--- config.mk ---
export PLATFORM = sky130hd
export DESIGN_NAME = ofs_fim_emif_axi_credit_gate_flat
export DESIGN_NICKNAME = d
export VERILOG_FILES = /design/src/rtl/ofs_fim_mem_if_pkg.sv /design/src/rtl/ofs_fim_emif_axi_mm_if.sv /design/src/rtl/ofs_fim_credit_cnt.sv /design/src/rtl/ofs_fim_emif_axi_credit_gate.sv /design/src/flat_wrapper.sv
export SDC_FILE = /design/constraint.sdc
export NUM_CORES = 1
export LEC_CHECK = 0
export CAP_MARGIN = 5
export CELL_PAD_IN_SITES_DETAIL_PLACEMENT = 0
export CELL_PAD_IN_SITES_GLOBAL_PLACEMENT = 2
export CORE_AREA = 2 2 204 206
export DETAILED_ROUTE_END_ITERATION = 10
export DIE_AREA = 0 0 206 208
export PLACE_DENSITY_LB_ADDON = 0.1
export SLEW_MARGIN = 10
export SYNTH_ARGS = -nofsm -noshare
export SYNTH_HDL_FRONTEND = slang
export SYNTH_SLANG_ARGS = --single-unit
--- constraint.sdc ---
create_clock -name clk -period 14.7 [get_ports clk]
set_clock_uncertainty 0.05 [all_clocks]
set_input_delay 2.94 -clock clk [delete_from_list [all_inputs] [get_ports clk]]
set_output_delay 2.94 -clock clk [all_outputs]
set_load 0.005 [all_outputs]
--- src/rtl/ofs_fim_mem_if_pkg.sv ---
// ofs_fim_mem_if_pkg: shared types and defaults for the EMIF AXI credit gate
package ofs_fim_mem_if_pkg;
  typedef enum logic [1:0] {GATE_RUN, GATE_DRAIN, GATE_IDLE} emif_gate_state_e;
  localparam int EMIF_RD_BEATS_MAX  = 256;
  localparam int EMIF_WR_BURSTS_MAX = 64;
  localparam int EMIF_ARLEN_WIDTH   = 8;
endpackage

--- src/rtl/ofs_fim_emif_axi_mm_if.sv ---
// ofs_fim_emif_axi_mm_if: AXI-4 memory-mapped bundle between AFU and EMIF
interface ofs_fim_emif_axi_mm_if #(
  parameter int ID_W   = 4,
  parameter int ADDR_W = 32,
  parameter int DATA_W = 64,
  parameter int LEN_W  = 8
);
  logic              clk;
  logic              rst_n;
  logic              awvalid, awready;
  logic [ID_W-1:0]   awid;
  logic [ADDR_W-1:0] awaddr;
  logic [LEN_W-1:0]  awlen;
  logic [2:0]        awsize;
  logic [1:0]        awburst;
  logic              wvalid, wready;
  logic [DATA_W-1:0] wdata;
  logic [DATA_W/8-1:0] wstrb;
  logic              wlast;
  logic              bvalid, bready;
  logic [ID_W-1:0]   bid;
  logic [1:0]        bresp;
  logic              arvalid, arready;
  logic [ID_W-1:0]   arid;
  logic [ADDR_W-1:0] araddr;
  logic [LEN_W-1:0]  arlen;
  logic [2:0]        arsize;
  logic [1:0]        arburst;
  logic              rvalid, rready;
  logic [ID_W-1:0]   rid;
  logic [DATA_W-1:0] rdata;
  logic [1:0]        rresp;
  logic              rlast;
  modport emif (
    output clk, rst_n, awready, wready, bvalid, bid, bresp, arready, rvalid, rid, rdata, rresp, rlast,
    input  awvalid, awid, awaddr, awlen, awsize, awburst, wvalid, wdata, wstrb, wlast, bready,
           arvalid, arid, araddr, arlen, arsize, arburst, rready
  );
  modport user (
    input  clk, rst_n, awready, wready, bvalid, bid, bresp, arready, rvalid, rid, rdata, rresp, rlast,
    output awvalid, awid, awaddr, awlen, awsize, awburst, wvalid, wdata, wstrb, wlast, bready,
           arvalid, arid, araddr, arlen, arsize, arburst, rready
  );
endinterface

--- src/rtl/ofs_fim_credit_cnt.sv ---
// ofs_fim_credit_cnt: up/down credit counter with net add, zero saturation and underflow pulse
module ofs_fim_credit_cnt #(
  parameter int W = 8
) (
  input  logic         clk,
  input  logic         rst,
  input  logic [W-1:0] inc,
  input  logic         dec,
  output logic [W-1:0] cnt,
  output logic [W-1:0] cnt_nxt,
  output logic         underflow
);
  logic [W:0] sum;
  always_comb begin
    underflow = dec && cnt == '0;
    sum       = {1'b0, cnt} + {1'b0, inc} - (W+1)'(dec && !underflow);
    cnt_nxt   = sum[W] ? '1 : sum[W-1:0];
  end
  always_ff @(posedge clk) begin
    if (rst) cnt <= '0;
    else     cnt <= cnt_nxt;
  end
endmodule

--- src/rtl/ofs_fim_emif_axi_credit_gate.sv ---
// ofs_fim_emif_axi_credit_gate: caps outstanding EMIF read beats / write bursts and
// provides a drain handshake; only AR/AW valid/ready are gated, everything else passes through.
module ofs_fim_emif_axi_credit_gate
  import ofs_fim_mem_if_pkg::*;
#(
  parameter int RD_BEATS_MAX  = EMIF_RD_BEATS_MAX,
  parameter int WR_BURSTS_MAX = EMIF_WR_BURSTS_MAX,
  parameter int ARLEN_WIDTH   = EMIF_ARLEN_WIDTH,
  localparam int RC_W = $clog2(RD_BEATS_MAX + 1),
  localparam int WC_W = $clog2(WR_BURSTS_MAX + 1)
) (
  input  logic                   clk,
  input  logic                   rst,
  ofs_fim_emif_axi_mm_if.emif    afu_mem,
  ofs_fim_emif_axi_mm_if.user    emif_mem,
  input  logic                   drain_req,
  output logic                   drained,
  output logic [RC_W-1:0]        rd_cnt,
  output logic [WC_W-1:0]        wr_cnt,
  output logic                   err_underflow
);
  localparam int RN = RC_W + 1;
  if (RD_BEATS_MAX < (1 << ARLEN_WIDTH) || WR_BURSTS_MAX < 1) begin : g_param_err
    $error("credit gate: RD_BEATS_MAX must cover a max burst and WR_BURSTS_MAX must be >= 1");
  end
  emif_gate_state_e state, state_nxt;
  logic            run, rd_ok, wr_ok, ar_hs, aw_hs, r_hs, b_hs, rd_uf, wr_uf;
  logic [RC_W-1:0] rd_inc, rd_nxt;
  logic [WC_W-1:0] wr_nxt;
  always_ff @(posedge clk) begin
    if (rst) state <= GATE_RUN;
    else     state <= state_nxt;
  end
  // DRAIN looks at next-cycle counts so drained rises right after the last retiring response
  always_comb begin
    state_nxt = state == GATE_RUN ? (drain_req ? GATE_DRAIN : GATE_RUN)
              : !drain_req        ? GATE_RUN
              : (rd_nxt == '0 && wr_nxt == '0) ? GATE_IDLE : state;
  end
  always_comb begin
    run     = state == GATE_RUN && !rst;
    drained = state == GATE_IDLE;
  end
  always_comb begin
    rd_ok  = run && ({1'b0, rd_cnt} + RN'(afu_mem.arlen) + RN'(1) <= RN'(RD_BEATS_MAX));
    wr_ok  = run && (wr_cnt < WC_W'(WR_BURSTS_MAX));
    ar_hs  = afu_mem.arvalid && emif_mem.arready && rd_ok;
    aw_hs  = afu_mem.awvalid && emif_mem.awready && wr_ok;
    r_hs   = emif_mem.rvalid && afu_mem.rready;
    b_hs   = emif_mem.bvalid && afu_mem.bready;
    rd_inc = ar_hs ? RC_W'(afu_mem.arlen) + RC_W'(1) : '0;
  end
  ofs_fim_credit_cnt #(.W(RC_W)) u_rd_cnt (
    .clk(clk), .rst(rst), .inc(rd_inc), .dec(r_hs), .cnt(rd_cnt), .cnt_nxt(rd_nxt), .underflow(rd_uf)
  );
  ofs_fim_credit_cnt #(.W(WC_W)) u_wr_cnt (
    .clk(clk), .rst(rst), .inc(WC_W'(aw_hs)), .dec(b_hs), .cnt(wr_cnt), .cnt_nxt(wr_nxt), .underflow(wr_uf)
  );
  always_ff @(posedge clk) begin
    if (rst)                 err_underflow <= 1'b0;
    else if (rd_uf || wr_uf) err_underflow <= 1'b1;
  end
  assign afu_mem.clk      = clk;
  assign afu_mem.rst_n    = ~rst;
  assign emif_mem.arvalid = afu_mem.arvalid && rd_ok;
  assign afu_mem.arready  = emif_mem.arready && rd_ok;
  assign emif_mem.awvalid = afu_mem.awvalid && wr_ok;
  assign afu_mem.awready  = emif_mem.awready && wr_ok;
  assign emif_mem.arid    = afu_mem.arid;
  assign emif_mem.araddr  = afu_mem.araddr;
  assign emif_mem.arlen   = afu_mem.arlen;
  assign emif_mem.arsize  = afu_mem.arsize;
  assign emif_mem.arburst = afu_mem.arburst;
  assign emif_mem.awid    = afu_mem.awid;
  assign emif_mem.awaddr  = afu_mem.awaddr;
  assign emif_mem.awlen   = afu_mem.awlen;
  assign emif_mem.awsize  = afu_mem.awsize;
  assign emif_mem.awburst = afu_mem.awburst;
  assign emif_mem.wvalid  = afu_mem.wvalid;
  assign emif_mem.wdata   = afu_mem.wdata;
  assign emif_mem.wstrb   = afu_mem.wstrb;
  assign emif_mem.wlast   = afu_mem.wlast;
  assign afu_mem.wready   = emif_mem.wready;
  assign afu_mem.bvalid   = emif_mem.bvalid;
  assign afu_mem.bid      = emif_mem.bid;
  assign afu_mem.bresp    = emif_mem.bresp;
  assign emif_mem.bready  = afu_mem.bready;
  assign afu_mem.rvalid   = emif_mem.rvalid;
  assign afu_mem.rid      = emif_mem.rid;
  assign afu_mem.rdata    = emif_mem.rdata;
  assign afu_mem.rresp    = emif_mem.rresp;
  assign afu_mem.rlast    = emif_mem.rlast;
  assign emif_mem.rready  = afu_mem.rready;
endmodule

--- src/flat_wrapper.sv ---
// flat-port wrapper written by rule: the top's interface ports become plain ports
module ofs_fim_emif_axi_credit_gate_flat import ofs_fim_mem_if_pkg::*;
#(
  parameter int RD_BEATS_MAX  = EMIF_RD_BEATS_MAX,
  parameter int WR_BURSTS_MAX = EMIF_WR_BURSTS_MAX,
  parameter int ARLEN_WIDTH   = EMIF_ARLEN_WIDTH,
  localparam int RC_W = $clog2(RD_BEATS_MAX + 1),
  localparam int WC_W = $clog2(WR_BURSTS_MAX + 1)
)
  (clk, rst, drain_req, drained, rd_cnt, wr_cnt, err_underflow, afu_mem_clk, afu_mem_rst_n, afu_mem_awready, afu_mem_wready, afu_mem_bvalid, afu_mem_bid, afu_mem_bresp, afu_mem_arready, afu_mem_rvalid, afu_mem_rid, afu_mem_rdata, afu_mem_rresp, afu_mem_rlast, afu_mem_awvalid, afu_mem_awid, afu_mem_awaddr, afu_mem_awlen, afu_mem_awsize, afu_mem_awburst, afu_mem_wvalid, afu_mem_wdata, afu_mem_wstrb, afu_mem_wlast, afu_mem_bready, afu_mem_arvalid, afu_mem_arid, afu_mem_araddr, afu_mem_arlen, afu_mem_arsize, afu_mem_arburst, afu_mem_rready, emif_mem_clk, emif_mem_rst_n, emif_mem_awready, emif_mem_wready, emif_mem_bvalid, emif_mem_bid, emif_mem_bresp, emif_mem_arready, emif_mem_rvalid, emif_mem_rid, emif_mem_rdata, emif_mem_rresp, emif_mem_rlast, emif_mem_awvalid, emif_mem_awid, emif_mem_awaddr, emif_mem_awlen, emif_mem_awsize, emif_mem_awburst, emif_mem_wvalid, emif_mem_wdata, emif_mem_wstrb, emif_mem_wlast, emif_mem_bready, emif_mem_arvalid, emif_mem_arid, emif_mem_araddr, emif_mem_arlen, emif_mem_arsize, emif_mem_arburst, emif_mem_rready);
  ofs_fim_emif_axi_mm_if #(.LEN_W(4)) afu_mem_i ();
  ofs_fim_emif_axi_mm_if #(.LEN_W(4)) emif_mem_i ();
  input  logic clk;
  input  logic rst;
  input  logic drain_req;
  output logic drained;
  output logic [RC_W-1:0] rd_cnt;
  output logic [WC_W-1:0] wr_cnt;
  output logic err_underflow;
  output wire logic [$bits(afu_mem_i.clk)-1:0] afu_mem_clk;
  output wire logic [$bits(afu_mem_i.rst_n)-1:0] afu_mem_rst_n;
  output wire logic [$bits(afu_mem_i.awready)-1:0] afu_mem_awready;
  output wire logic [$bits(afu_mem_i.wready)-1:0] afu_mem_wready;
  output wire logic [$bits(afu_mem_i.bvalid)-1:0] afu_mem_bvalid;
  output wire logic [$bits(afu_mem_i.bid)-1:0] afu_mem_bid;
  output wire logic [$bits(afu_mem_i.bresp)-1:0] afu_mem_bresp;
  output wire logic [$bits(afu_mem_i.arready)-1:0] afu_mem_arready;
  output wire logic [$bits(afu_mem_i.rvalid)-1:0] afu_mem_rvalid;
  output wire logic [$bits(afu_mem_i.rid)-1:0] afu_mem_rid;
  output wire logic [$bits(afu_mem_i.rdata)-1:0] afu_mem_rdata;
  output wire logic [$bits(afu_mem_i.rresp)-1:0] afu_mem_rresp;
  output wire logic [$bits(afu_mem_i.rlast)-1:0] afu_mem_rlast;
  input wire logic [$bits(afu_mem_i.awvalid)-1:0] afu_mem_awvalid;
  input wire logic [$bits(afu_mem_i.awid)-1:0] afu_mem_awid;
  input wire logic [$bits(afu_mem_i.awaddr)-1:0] afu_mem_awaddr;
  input wire logic [$bits(afu_mem_i.awlen)-1:0] afu_mem_awlen;
  input wire logic [$bits(afu_mem_i.awsize)-1:0] afu_mem_awsize;
  input wire logic [$bits(afu_mem_i.awburst)-1:0] afu_mem_awburst;
  input wire logic [$bits(afu_mem_i.wvalid)-1:0] afu_mem_wvalid;
  input wire logic [$bits(afu_mem_i.wdata)-1:0] afu_mem_wdata;
  input wire logic [$bits(afu_mem_i.wstrb)-1:0] afu_mem_wstrb;
  input wire logic [$bits(afu_mem_i.wlast)-1:0] afu_mem_wlast;
  input wire logic [$bits(afu_mem_i.bready)-1:0] afu_mem_bready;
  input wire logic [$bits(afu_mem_i.arvalid)-1:0] afu_mem_arvalid;
  input wire logic [$bits(afu_mem_i.arid)-1:0] afu_mem_arid;
  input wire logic [$bits(afu_mem_i.araddr)-1:0] afu_mem_araddr;
  input wire logic [$bits(afu_mem_i.arlen)-1:0] afu_mem_arlen;
  input wire logic [$bits(afu_mem_i.arsize)-1:0] afu_mem_arsize;
  input wire logic [$bits(afu_mem_i.arburst)-1:0] afu_mem_arburst;
  input wire logic [$bits(afu_mem_i.rready)-1:0] afu_mem_rready;
  input wire logic [$bits(emif_mem_i.clk)-1:0] emif_mem_clk;
  input wire logic [$bits(emif_mem_i.rst_n)-1:0] emif_mem_rst_n;
  input wire logic [$bits(emif_mem_i.awready)-1:0] emif_mem_awready;
  input wire logic [$bits(emif_mem_i.wready)-1:0] emif_mem_wready;
  input wire logic [$bits(emif_mem_i.bvalid)-1:0] emif_mem_bvalid;
  input wire logic [$bits(emif_mem_i.bid)-1:0] emif_mem_bid;
  input wire logic [$bits(emif_mem_i.bresp)-1:0] emif_mem_bresp;
  input wire logic [$bits(emif_mem_i.arready)-1:0] emif_mem_arready;
  input wire logic [$bits(emif_mem_i.rvalid)-1:0] emif_mem_rvalid;
  input wire logic [$bits(emif_mem_i.rid)-1:0] emif_mem_rid;
  input wire logic [$bits(emif_mem_i.rdata)-1:0] emif_mem_rdata;
  input wire logic [$bits(emif_mem_i.rresp)-1:0] emif_mem_rresp;
  input wire logic [$bits(emif_mem_i.rlast)-1:0] emif_mem_rlast;
  output wire logic [$bits(emif_mem_i.awvalid)-1:0] emif_mem_awvalid;
  output wire logic [$bits(emif_mem_i.awid)-1:0] emif_mem_awid;
  output wire logic [$bits(emif_mem_i.awaddr)-1:0] emif_mem_awaddr;
  output wire logic [$bits(emif_mem_i.awlen)-1:0] emif_mem_awlen;
  output wire logic [$bits(emif_mem_i.awsize)-1:0] emif_mem_awsize;
  output wire logic [$bits(emif_mem_i.awburst)-1:0] emif_mem_awburst;
  output wire logic [$bits(emif_mem_i.wvalid)-1:0] emif_mem_wvalid;
  output wire logic [$bits(emif_mem_i.wdata)-1:0] emif_mem_wdata;
  output wire logic [$bits(emif_mem_i.wstrb)-1:0] emif_mem_wstrb;
  output wire logic [$bits(emif_mem_i.wlast)-1:0] emif_mem_wlast;
  output wire logic [$bits(emif_mem_i.bready)-1:0] emif_mem_bready;
  output wire logic [$bits(emif_mem_i.arvalid)-1:0] emif_mem_arvalid;
  output wire logic [$bits(emif_mem_i.arid)-1:0] emif_mem_arid;
  output wire logic [$bits(emif_mem_i.araddr)-1:0] emif_mem_araddr;
  output wire logic [$bits(emif_mem_i.arlen)-1:0] emif_mem_arlen;
  output wire logic [$bits(emif_mem_i.arsize)-1:0] emif_mem_arsize;
  output wire logic [$bits(emif_mem_i.arburst)-1:0] emif_mem_arburst;
  output wire logic [$bits(emif_mem_i.rready)-1:0] emif_mem_rready;
  assign afu_mem_clk = afu_mem_i.clk;
  assign afu_mem_rst_n = afu_mem_i.rst_n;
  assign afu_mem_awready = afu_mem_i.awready;
  assign afu_mem_wready = afu_mem_i.wready;
  assign afu_mem_bvalid = afu_mem_i.bvalid;
  assign afu_mem_bid = afu_mem_i.bid;
  assign afu_mem_bresp = afu_mem_i.bresp;
  assign afu_mem_arready = afu_mem_i.arready;
  assign afu_mem_rvalid = afu_mem_i.rvalid;
  assign afu_mem_rid = afu_mem_i.rid;
  assign afu_mem_rdata = afu_mem_i.rdata;
  assign afu_mem_rresp = afu_mem_i.rresp;
  assign afu_mem_rlast = afu_mem_i.rlast;
  assign afu_mem_i.awvalid = afu_mem_awvalid;
  assign afu_mem_i.awid = afu_mem_awid;
  assign afu_mem_i.awaddr = afu_mem_awaddr;
  assign afu_mem_i.awlen = afu_mem_awlen;
  assign afu_mem_i.awsize = afu_mem_awsize;
  assign afu_mem_i.awburst = afu_mem_awburst;
  assign afu_mem_i.wvalid = afu_mem_wvalid;
  assign afu_mem_i.wdata = afu_mem_wdata;
  assign afu_mem_i.wstrb = afu_mem_wstrb;
  assign afu_mem_i.wlast = afu_mem_wlast;
  assign afu_mem_i.bready = afu_mem_bready;
  assign afu_mem_i.arvalid = afu_mem_arvalid;
  assign afu_mem_i.arid = afu_mem_arid;
  assign afu_mem_i.araddr = afu_mem_araddr;
  assign afu_mem_i.arlen = afu_mem_arlen;
  assign afu_mem_i.arsize = afu_mem_arsize;
  assign afu_mem_i.arburst = afu_mem_arburst;
  assign afu_mem_i.rready = afu_mem_rready;
  assign emif_mem_i.clk = emif_mem_clk;
  assign emif_mem_i.rst_n = emif_mem_rst_n;
  assign emif_mem_i.awready = emif_mem_awready;
  assign emif_mem_i.wready = emif_mem_wready;
  assign emif_mem_i.bvalid = emif_mem_bvalid;
  assign emif_mem_i.bid = emif_mem_bid;
  assign emif_mem_i.bresp = emif_mem_bresp;
  assign emif_mem_i.arready = emif_mem_arready;
  assign emif_mem_i.rvalid = emif_mem_rvalid;
  assign emif_mem_i.rid = emif_mem_rid;
  assign emif_mem_i.rdata = emif_mem_rdata;
  assign emif_mem_i.rresp = emif_mem_rresp;
  assign emif_mem_i.rlast = emif_mem_rlast;
  assign emif_mem_awvalid = emif_mem_i.awvalid;
  assign emif_mem_awid = emif_mem_i.awid;
  assign emif_mem_awaddr = emif_mem_i.awaddr;
  assign emif_mem_awlen = emif_mem_i.awlen;
  assign emif_mem_awsize = emif_mem_i.awsize;
  assign emif_mem_awburst = emif_mem_i.awburst;
  assign emif_mem_wvalid = emif_mem_i.wvalid;
  assign emif_mem_wdata = emif_mem_i.wdata;
  assign emif_mem_wstrb = emif_mem_i.wstrb;
  assign emif_mem_wlast = emif_mem_i.wlast;
  assign emif_mem_bready = emif_mem_i.bready;
  assign emif_mem_arvalid = emif_mem_i.arvalid;
  assign emif_mem_arid = emif_mem_i.arid;
  assign emif_mem_araddr = emif_mem_i.araddr;
  assign emif_mem_arlen = emif_mem_i.arlen;
  assign emif_mem_arsize = emif_mem_i.arsize;
  assign emif_mem_arburst = emif_mem_i.arburst;
  assign emif_mem_rready = emif_mem_i.rready;
  ofs_fim_emif_axi_credit_gate #(.RD_BEATS_MAX(RD_BEATS_MAX), .WR_BURSTS_MAX(WR_BURSTS_MAX), .ARLEN_WIDTH(ARLEN_WIDTH)) u_core (.clk(clk), .rst(rst), .afu_mem(afu_mem_i), .emif_mem(emif_mem_i), .drain_req(drain_req), .drained(drained), .rd_cnt(rd_cnt), .wr_cnt(wr_cnt), .err_underflow(err_underflow));
endmodule
### Word-level counts from Yosys, hierarchy flattened

Cells that the tools add are included.

* bits in registers: 19
* latch bits: 0
* memory bits (writable): 0
* ROM bits: 0
* output and inout port bits: 270
* memories: 0

* $add $sub $neg: 7
* multipliers: 0
* divide/modulo/power cells: 0
* $lt $le $gt $ge: 2
* eq/ne operators: 2
* shift operators: 0
* muxes and demuxes: 7
* bitwise logic cells: 1
* reductions and logical operators: 27

Operator list (count)
* logical AND 1 bit: 18
* logical NOT 9 bit: 2
* two-way mux 9 bit: 2
* logical NOT 7 bit: 2
* adder 10 x 1 -> 10 bit (second input constant): 1
* adder 9 x 4 -> 10 bit: 1
* adder 9 x 9 -> 10 bit: 1
* <= comparator 10 x 9 -> 1 bit (second input constant): 1
* subtractor 10 x 1 -> 10 bit: 1
* adder 7 x 1 -> 8 bit: 1
* subtractor 8 x 1 -> 8 bit: 1
* less-than comparator 7 bit (second input constant): 1
* two-way mux 7 bit: 1
* two-way mux 2 bit: 3
* adder 4 x 1 -> 5 bit (second input constant): 1
* logical NOT 1 bit: 3
* inequality test 3 x 1 -> 1 bit (second input constant): 1
* == test 2 bit (second input constant): 1
* logical NOT 2 bit: 1
* logical OR 1 bit: 1
* two-way mux 1 bit: 1
* NOT 1 bit: 1

### Depth between registers and ports, before layout

Gate-level depths: netlist of run 1.

* depth in word-level cells: 14
* depth in mapped cells: 21
* mapped depth without buffers: 21

### Cells and area by module

Synthesis of run 1 repeated with hierarchy kept, for this count alone.

* cells, all modules: 553
* area total of the unflattened synthesis: 4140.2 sq um

Modules (own cells, without submodules)
* ofs_fim_emif_axi_credit_gate: instances 1, cells each 311, area an instance 2347.3 sq um, seq. area each 60.1 sq um
* ofs_fim_credit_cnt (u_core.u_rd_cnt): instances 1, cells each 140, area an instance 1026.0 sq um, seq. area each 180.2 sq um
* ofs_fim_credit_cnt (u_core.u_wr_cnt): instances 1, cells each 102, area an instance 767.0 sq um, seq. area each 140.1 sq um

==> flow_metrics.tcl, run 1 <==
set metrics [dict create \
    power.leakage_nw 1.16 \
    synth_warnings 0 \
    clk_latency_ns 0.37 \
    port_buffers 46 \
    die_area_um2 42800 \
    r2r-end "u_core.state[1]$_SDFFE_PP0P_" \
    worstHoldStart "u_core.err_underflow$_SDFFE_PP0P_" \
    rsz0062_at_grt "false" \
    fp.dieH_um 208 \
    max_slew_margin_pct 53.4 \
    ir_drop_uv 42.8 \
    mostFrequentLayoutCells "clkdlybuf4s50_1, inv_1, ha_1" \
    register_area_um2 380 \
    ys_ff_latch 19 \
    critPathKind "clk -> out" \
    synthXorXnorAreaFrac_pct 3.94 \
    slowest_delay_ns 0.45 \
    num_rows 74 \
    async_flop_share_pct 0 \
    synth_mux_area_share_pct 0 \
    p_per_area_nw_per_um2 241 \
    grt_overflow_total 0 \
    synth_area_um2 3810 \
    worstPathMaxFanout 2 \
    multi_input_area_um2 1440 \
    synthAdderAreaFrac_pct 11.9 \
    area_growth_pct -15.0 \
    cts_tree "done" \
    start_util_pct 9.41 \
    gpl.final_weighted_congestion 0.634 \
    yosys-top-cells-area "buf_4, ha_1, dfxtp_1" \
    synth_top_area_share_pct 48.6 \
    synth_top_cell_by_area "buf_4" \
    crit_required_ns 11.71 \
    synth_compound_area_share_pct 11.3 \
    ys_seq_area_share_pct 9.97 \
    cts_setup_buffers 0 \
    num-nets-final 571 \
    routedWlPerCell_um 14.2 \
    totalWireLength_mm 11.6 \
    postSynthCellCount 475 \
    start_kind "clock port" \
    path_common_cell "clkbuf_16" \
    cts_resized 0 \
    setup_violations 0 \
    antenna_cells 0 \
    synth-simple-area-share_pct 10.6 \
    layout_commonest_cell "clkdlybuf4s50_1" \
    cpLargestDelayFamily "buffers and inverters" \
    cts.clk_slew.worst_paths_ns 0.06 \
    synthDistinctLibCells 57 \
    cp-end-kind "output port" \
    critPathArrivalTime_ns 8.04 \
    synth_edf_count 0 \
    synth_top_family_by_area "buffers and inverters" \
    r2r_cells 20 \
    utilization_pct 7.99 \
    dp_hpwl_mm 9.82 \
    ios 525 \
    status "finished clean" \
    drtIter0Drc 49 \
    cap_violations 0 \
    drv_slew 0 \
    hold_buffers 0 \
    syn_avg_cell_area_um2 8.03 \
    drc 0 \
    num_vias 2099 \
    core_area_um2 40600 \
    hold_viol_final 0 \
    drive_above_1_share_pct 7.50 \
    antenna_found_initial 0 \
    cp.buffers_inverters 3 \
    grt_pass1_wl_mm 16.1 \
    fillCellCount 4754 \
    syn_nets 765 \
    final_antenna_net_count 0 \
    ff2ff_setup_slack_ns 9.87 \
    fin_setup_tns_ns 0 \
    grt_max_degree 19 \
    holdPathEnd "u_core.err_underflow$_SDFFE_PP0P_" \
    grt_pass1_vias 2318 \
    whs_path_depth 2 \
    dr.pass1.iters 4 \
    min_path_type "reg -> reg" \
    r2r-start "u_core.u_rd_cnt.cnt[1]$_SDFF_PP0_" \
    vias_per_cell 2.58 \
    crit_path_top_delay_cell "clkdlybuf4s50_1" \
    ys.flop_type "dfxtp_1" \
    path_cells "clkbuf_16 -> clkbuf_16 -> clkdlybuf4s50_1" \
    tightest_slew_ns 0.697 \
    die_w_um 206 \
    grt_use_total_pct 5.23 \
]
==> registers in the layout, summed over array words and instances, names as in the netlist <==
name	flops
u_core.err_underflow	1
u_core.u_rd_cnt.cnt	9
u_core.u_wr_cnt.cnt	7
u_core.state	2
==> worst min-delay path: cells and delay by family (launching register included) <==
kind / cells / cell delay, ns
AOI/OAI and AO/OA: 2 / 0.18
DFF: 1 / 0.33
==> how the worst max path moves through the flow <==
stage          from          end  cells past startpoint
3_3_place_gp    clk  afu_mem_clk                      1
4_1_cts         clk  afu_mem_clk                      3
6_report        clk  afu_mem_clk                      3
5_1_grt         clk  afu_mem_clk                      3
2_1_floorplan   clk  afu_mem_clk                      1
3_5_place_dp    clk  afu_mem_clk                      1
==> cell usage after synthesis, drive strengths merged, types with 3 or more instances <==
cell and n:
nand2b 3, nand2 7, nor3 5, or2 3
buf 248, ha 33, xor2 7, a21o 3
nor4b 3, xnor2 8, nor2 7, a41oi 3
nor2b 6, and3 4, and2 5, nor4 4
dfxtp 19, a21oi 22, nand4 8, o21ai 8
inv 35
==> kinds of logic (layout without fill, tap and decap cells) <==
group | Yosys count | after routing
simple gates | 65 | 65
fa+ha+maj | 35 | 35
xor+xnor | 15 | 15
compound gates | 57 | 57
flops | 19 | 19
buf+inv | 284 | 89
==> power breakdown <==
part	leakage [nW]	internal (W)	switching, W
Clock	0.0818	0.0000758	0.0000298
Sequential	0.159	0.0000763	0.0000480
Combinational	0.919	0.000242	0.000309
==> through the flow <==
stage | area (µm²) | power (W) | hold WS (ns) | std cells | setup slack, ns
final | 3240 | 0.000782 | 0.495 | 812 | 3.67
after global placement | 3090 | 0.000720 | 0.504 | 805 | 3.95
after floorplan | 3810 | 0.000534 | 0.459 | 475 | 4.25
after CTS | 3240 | 0.000813 | 0.517 | 812 | 3.65
after detailed placement | 3090 | 0.000704 | 0.503 | 805 | 3.95
after global routing | 3240 | 0.000875 | 0.561 | 812 | 3.65
==> final cells by class <==
cell class	instances	share of cell area [%]
Clock buffer	7	4.94
Clock inverter	1	0.154
Inverter	35	4.05
Multi-Input combinational cell	172	44.5
Sequential cell	19	11.7
Tap cell	532	20.5
Timing Repair Buffer	46	14.1
==> layer usage <==
metal  up-vias  routed length (µm)  track usage, %
li1        923                   -               -
met1       947                4620            5.82
met2       160                4930            7.72
met3        69                1400            2.55
met4         0                 602            3.72
met5         -                   0               0
Note: power is estimated with default switching activity, not from simulation.
==> run 2: changes to the inputs <==
Settings changed: CORE_AREA 2 2 204 206 to 2 2 207 209, DIE_AREA 0 0 206 208 to 0 0 209 211.
Clock period 14.7 ns to 11.5 ns, I/O delays scaled along.
==> flow_metrics.tcl, run 2 (synthesized netlist as in run 1, its figures left out) <==
set metrics [dict create \
    multi_input_area_um2 1440 \
    dp_hpwl_mm 10.3 \
    p_sw_w 0.000503 \
    power.leakage_nw 1.15 \
    dr.pass1.iters 4 \
    mostFrequentLayoutCells "clkdlybuf4s50_1, inv_1, ha_1" \
    start_util_pct 9.14 \
    place_ws_ns 2.99 \
    finalInstanceArea_um2 3240 \
    status "finished clean" \
    cts.clk_slew.worst_paths_ns 0.06 \
    num_vias 2086 \
    worstHoldStart "u_core.err_underflow$_SDFFE_PP0P_" \
    tightest_slew_ns 0.787 \
    critPathKind "clk -> out" \
    clkPwrFrac_pct 13.2 \
    worstPathMaxFanout 2 \
    cts_setup_buffers 0 \
    holdPathEnd "u_core.err_underflow$_SDFFE_PP0P_" \
    swShare_pct 49.9 \
    min_path_type "reg -> reg" \
    fp.dieH_um 211 \
    crit_required_ns 9.15 \
    grt_pass1_wl_mm 17.0 \
    combPwrFrac_pct 70.8 \
    max_slew_margin_pct 47.4 \
    ir_drop_uv 97.6 \
    fin_setup_tns_ns 0 \
    p_seq_share_pct 16.1 \
    hold_viol_final 0 \
    drtIter0Drc 111 \
    area_growth_pct -15.0 \
    cts_resized 0 \
    core_area_um2 41800 \
    r2r-start "u_core.u_rd_cnt.cnt[1]$_SDFF_PP0_" \
    drv_slew 0 \
    cts_tree "done" \
    critPathArrivalTime_ns 6.43 \
    grt_use_total_pct 5.30 \
    final_antenna_net_count 0 \
    reg.largest.list "u_core.u_rd_cnt.cnt x9, u_core.u_wr_cnt.cnt x7, u_core.state x2" \
    postLayoutSetupSlackWorst_ns 2.72 \
    grt_overflow_total 0 \
    wl_met2_mm 5.40 \
    wl_met3_mm 1.34 \
    dr.max_layer_used "met4" \
    die_w_um 209 \
    antenna_found_initial 0 \
    whs_path_depth 2 \
    crit_path_top_delay_cell "clkdlybuf4s50_1" \
    vias_per_cell 2.55 \
    cap_violations 0 \
    antenna_cells 0 \
    start_kind "clock port" \
    layout_commonest_cell "clkdlybuf4s50_1" \
    drive_above_1_share_pct 6.81 \
    num_rows 75 \
    largest_reg_flops 9 \
    ff2ff_setup_slack_ns 6.52 \
    post_dp_cell_area_um2 3090 \
    drc 0 \
    rsz0062_at_grt "false" \
    r2r-end "u_core.state[0]$_SDFFE_PP0P_" \
    internal-power_w 0.000505 \
    largest-register "u_core.u_rd_cnt.cnt" \
    clk_latency_ns 0.36 \
    hold_buffers 0 \
    routedWlPerCell_um 14.8 \
    grt_max_degree 19 \
    port_buffers 46 \
    path_common_cell "clkbuf_16" \
    wl_met1_mm 4.83 \
    num-nets-final 570 \
    p_per_area_nw_per_um2 311 \
    totalWireLength_mm 12.1 \
    setup_violations 0 \
    slowest_delay_ns 0.43 \
    r2r_cells 20 \
    register_area_um2 380 \
    ios 525 \
    path_cells "clkbuf_16 -> clkbuf_16 -> clkdlybuf4s50_1" \
    grt_pass1_vias 2347 \
    cp-end-kind "output port" \
    gpl.final_weighted_congestion 0.618 \
    die_area_um2 44100 \
    fillCellCount 4850 \
]
[run 2: worst max-delay path by stage]
stage,to,cells past startpoint,slack (ns),startpoint
3_3_place_gp,afu_mem_clk,1,2.99,clk
2_1_floorplan,afu_mem_clk,1,3.29,clk
5_1_grt,afu_mem_clk,3,2.69,clk
3_5_place_dp,afu_mem_clk,1,2.99,clk
6_report,afu_mem_clk,3,2.72,clk
4_1_cts,afu_mem_clk,3,2.71,clk
[run 2: metrics by stage]
step,hold WS [ns],util (%),power (W),std cells
final,0.493,7.76,0.00101,818
after global routing,0.539,7.76,0.00113,818
after CTS,0.521,7.76,0.00104,818
after detailed placement,0.506,7.39,0.000905,811
after global placement,0.501,7.39,0.000926,811
after floorplan,0.459,-,0.000683,475
[run 2: layout make-up]
class                      instances  area share [%]
tap                              539            20.8
multi-input combinational        172            44.5
sequential                        19            11.7
clock buffer                       8            5.06
inverter                          35            4.05
timing repair buffer              45            13.9
[run 2: metal layers]
metal,vias to the layer above,GRT usage (%)
met5,-,0
li1,919,-
met1,913,5.93
met2,179,8.29
met3,75,2.50
met4,0,2.98
[run 2: worst max-delay path: cells and delay by family]
kind	cells	cell delay (ns)
buffers and inverters	3	0.68
[run 2: power by group through the flow]
stage | registers (W) | clock network [W] | logic (W)
floorplan | 0.000133 | 0.00000564 | 0.000544
CTS | 0.000171 | 0.000137 | 0.000734
finish | 0.000162 | 0.000133 | 0.000713
global placement | 0.000173 | 0.00000732 | 0.000745
detailed placement | 0.000172 | 0.00000732 | 0.000726
global route | 0.000176 | 0.000142 | 0.000808
==> run 3: changes to the inputs <==
Clock period 11.5 ns to 9.05 ns, I/O delays scaled along.
==> flow_metrics.tcl, run 3 (synthesized netlist as in run 1, its figures left out) <==
set metrics [dict create \
    port_buffers 46 \
    power.leakage_nw 1.16 \
    tightest_slew_ns 0.677 \
    place_ws_ns 2.08 \
    start_util_pct 9.14 \
    setup_violations 0 \
    critPathArrivalTime_ns 5.20 \
    postLayoutSetupSlackWorst_ns 1.99 \
    cts_setup_buffers 0 \
    dp_hpwl_mm 10.3 \
    layout_commonest_cell "clkdlybuf4s50_1" \
    hold_viol_final 0 \
    antenna_cells 0 \
    routedWlPerCell_um 14.7 \
    min_path_type "reg -> reg" \
    vias_per_cell 2.59 \
    start_kind "clock port" \
    crit_required_ns 7.19 \
    drc 0 \
    worstPathMaxFanout 2 \
    totalWireLength_mm 12.1 \
    cts.clk_slew.worst_paths_ns 0.06 \
    rsz0062_at_grt "false" \
    reg.largest.list "u_core.u_rd_cnt.cnt x9, u_core.u_wr_cnt.cnt x7, u_core.state x2" \
    num_vias 2122 \
    grt_pass1_wl_mm 16.7 \
    final_antenna_net_count 0 \
    drv_slew 0 \
    status "finished clean" \
    grt_use_total_pct 5.21 \
    critPathKind "clk -> out" \
    num-nets-final 571 \
    max_slew_margin_pct 54.8 \
    grt_overflow_total 0 \
    mostFrequentLayoutCells "clkdlybuf4s50_1, inv_1, ha_1" \
    p_per_area_nw_per_um2 394 \
    largest_reg_flops 9 \
    drtIter0Drc 117 \
    gpl.final_weighted_congestion 0.628 \
    drive_above_1_share_pct 7.14 \
    die_w_um 209 \
    cap_violations 0 \
    die_area_um2 44100 \
    core_area_um2 41800 \
    largest-register "u_core.u_rd_cnt.cnt" \
    num_rows 75 \
    cts_tree "done" \
    cts_resized 0 \
    antenna_found_initial 0 \
    fin_setup_tns_ns 0 \
    clk_latency_ns 0.36 \
    ir_drop_uv 131 \
    fp.dieH_um 211 \
    dr.pass1.iters 4 \
    grt_pass1_vias 2344 \
    grt_max_degree 19 \
    area_growth_pct -14.8 \
    hold_buffers 0 \
    ios 525 \
    cp-end-kind "output port" \
]
==> run 3: critical path, cell delays in order <==
cell	delay (ns)
clkbuf_16	0.12
clkbuf_16	0.13
clkdlybuf4s50_1	0.43
==> run 3: through the flow <==
step / cells / utilization (%) / total power, W / hold slack, ns / cell area [µm²]
final: 819 / 7.78 / 0.00128 / 0.501 / 3250
after global routing: 819 / 7.78 / 0.00142 / 0.551 / 3250
after CTS: 819 / 7.78 / 0.00133 / 0.525 / 3250
after detailed placement: 812 / 7.41 / 0.00115 / 0.511 / 3100
after global placement: 812 / 7.41 / 0.00118 / 0.502 / 3100
after floorplan: 475 / - / 0.000868 / 0.459 / 3810
==> run 3: worst paths after layout <==
path	start	endpoint	slack [ns]	cells past startpoint
hold reg to reg	u_core.err_underflow$_SDFFE_PP0P_	u_core.err_underflow$_SDFFE_PP0P_	0.50	2
setup reg to reg	u_core.u_rd_cnt.cnt[1]$_SDFF_PP0_	u_core.state[1]$_SDFFE_PP0P_	4.18	20
setup / recovery	clk	afu_mem_clk	1.99	3
hold / removal	u_core.err_underflow$_SDFFE_PP0P_	u_core.err_underflow$_SDFFE_PP0P_	0.50	2
==> run 3: metal layers <==
layer	wire length (µm)	GRT usage (%)	part of all wire [%]	up-vias
met5	0	0	0	-
met4	522	2.91	4.3	0
met3	1400	2.59	12	75
met2	5440	8.23	45	189
met1	4710	5.69	39	935
li1	-	-	-	923
==> run 3: layout make-up <==
| type | instances | area [µm²] |
|---|---|---|
| clock buffers | 8 | 164 |
| fillers | 4817 | 38500 |
| inverters | 35 | 131 |
| multi-input cells | 172 | 1440 |
| flip-flops and latches | 19 | 380 |
| well taps | 539 | 674 |
| repair buffers | 46 | 458 |
==> run 3: power breakdown <==
group / internal (W) / switching (W)
clock network: 0.000124 / 0.0000443
registers: 0.000124 / 0.0000795
logic: 0.000394 / 0.000513
total: 0.000642 / 0.000637
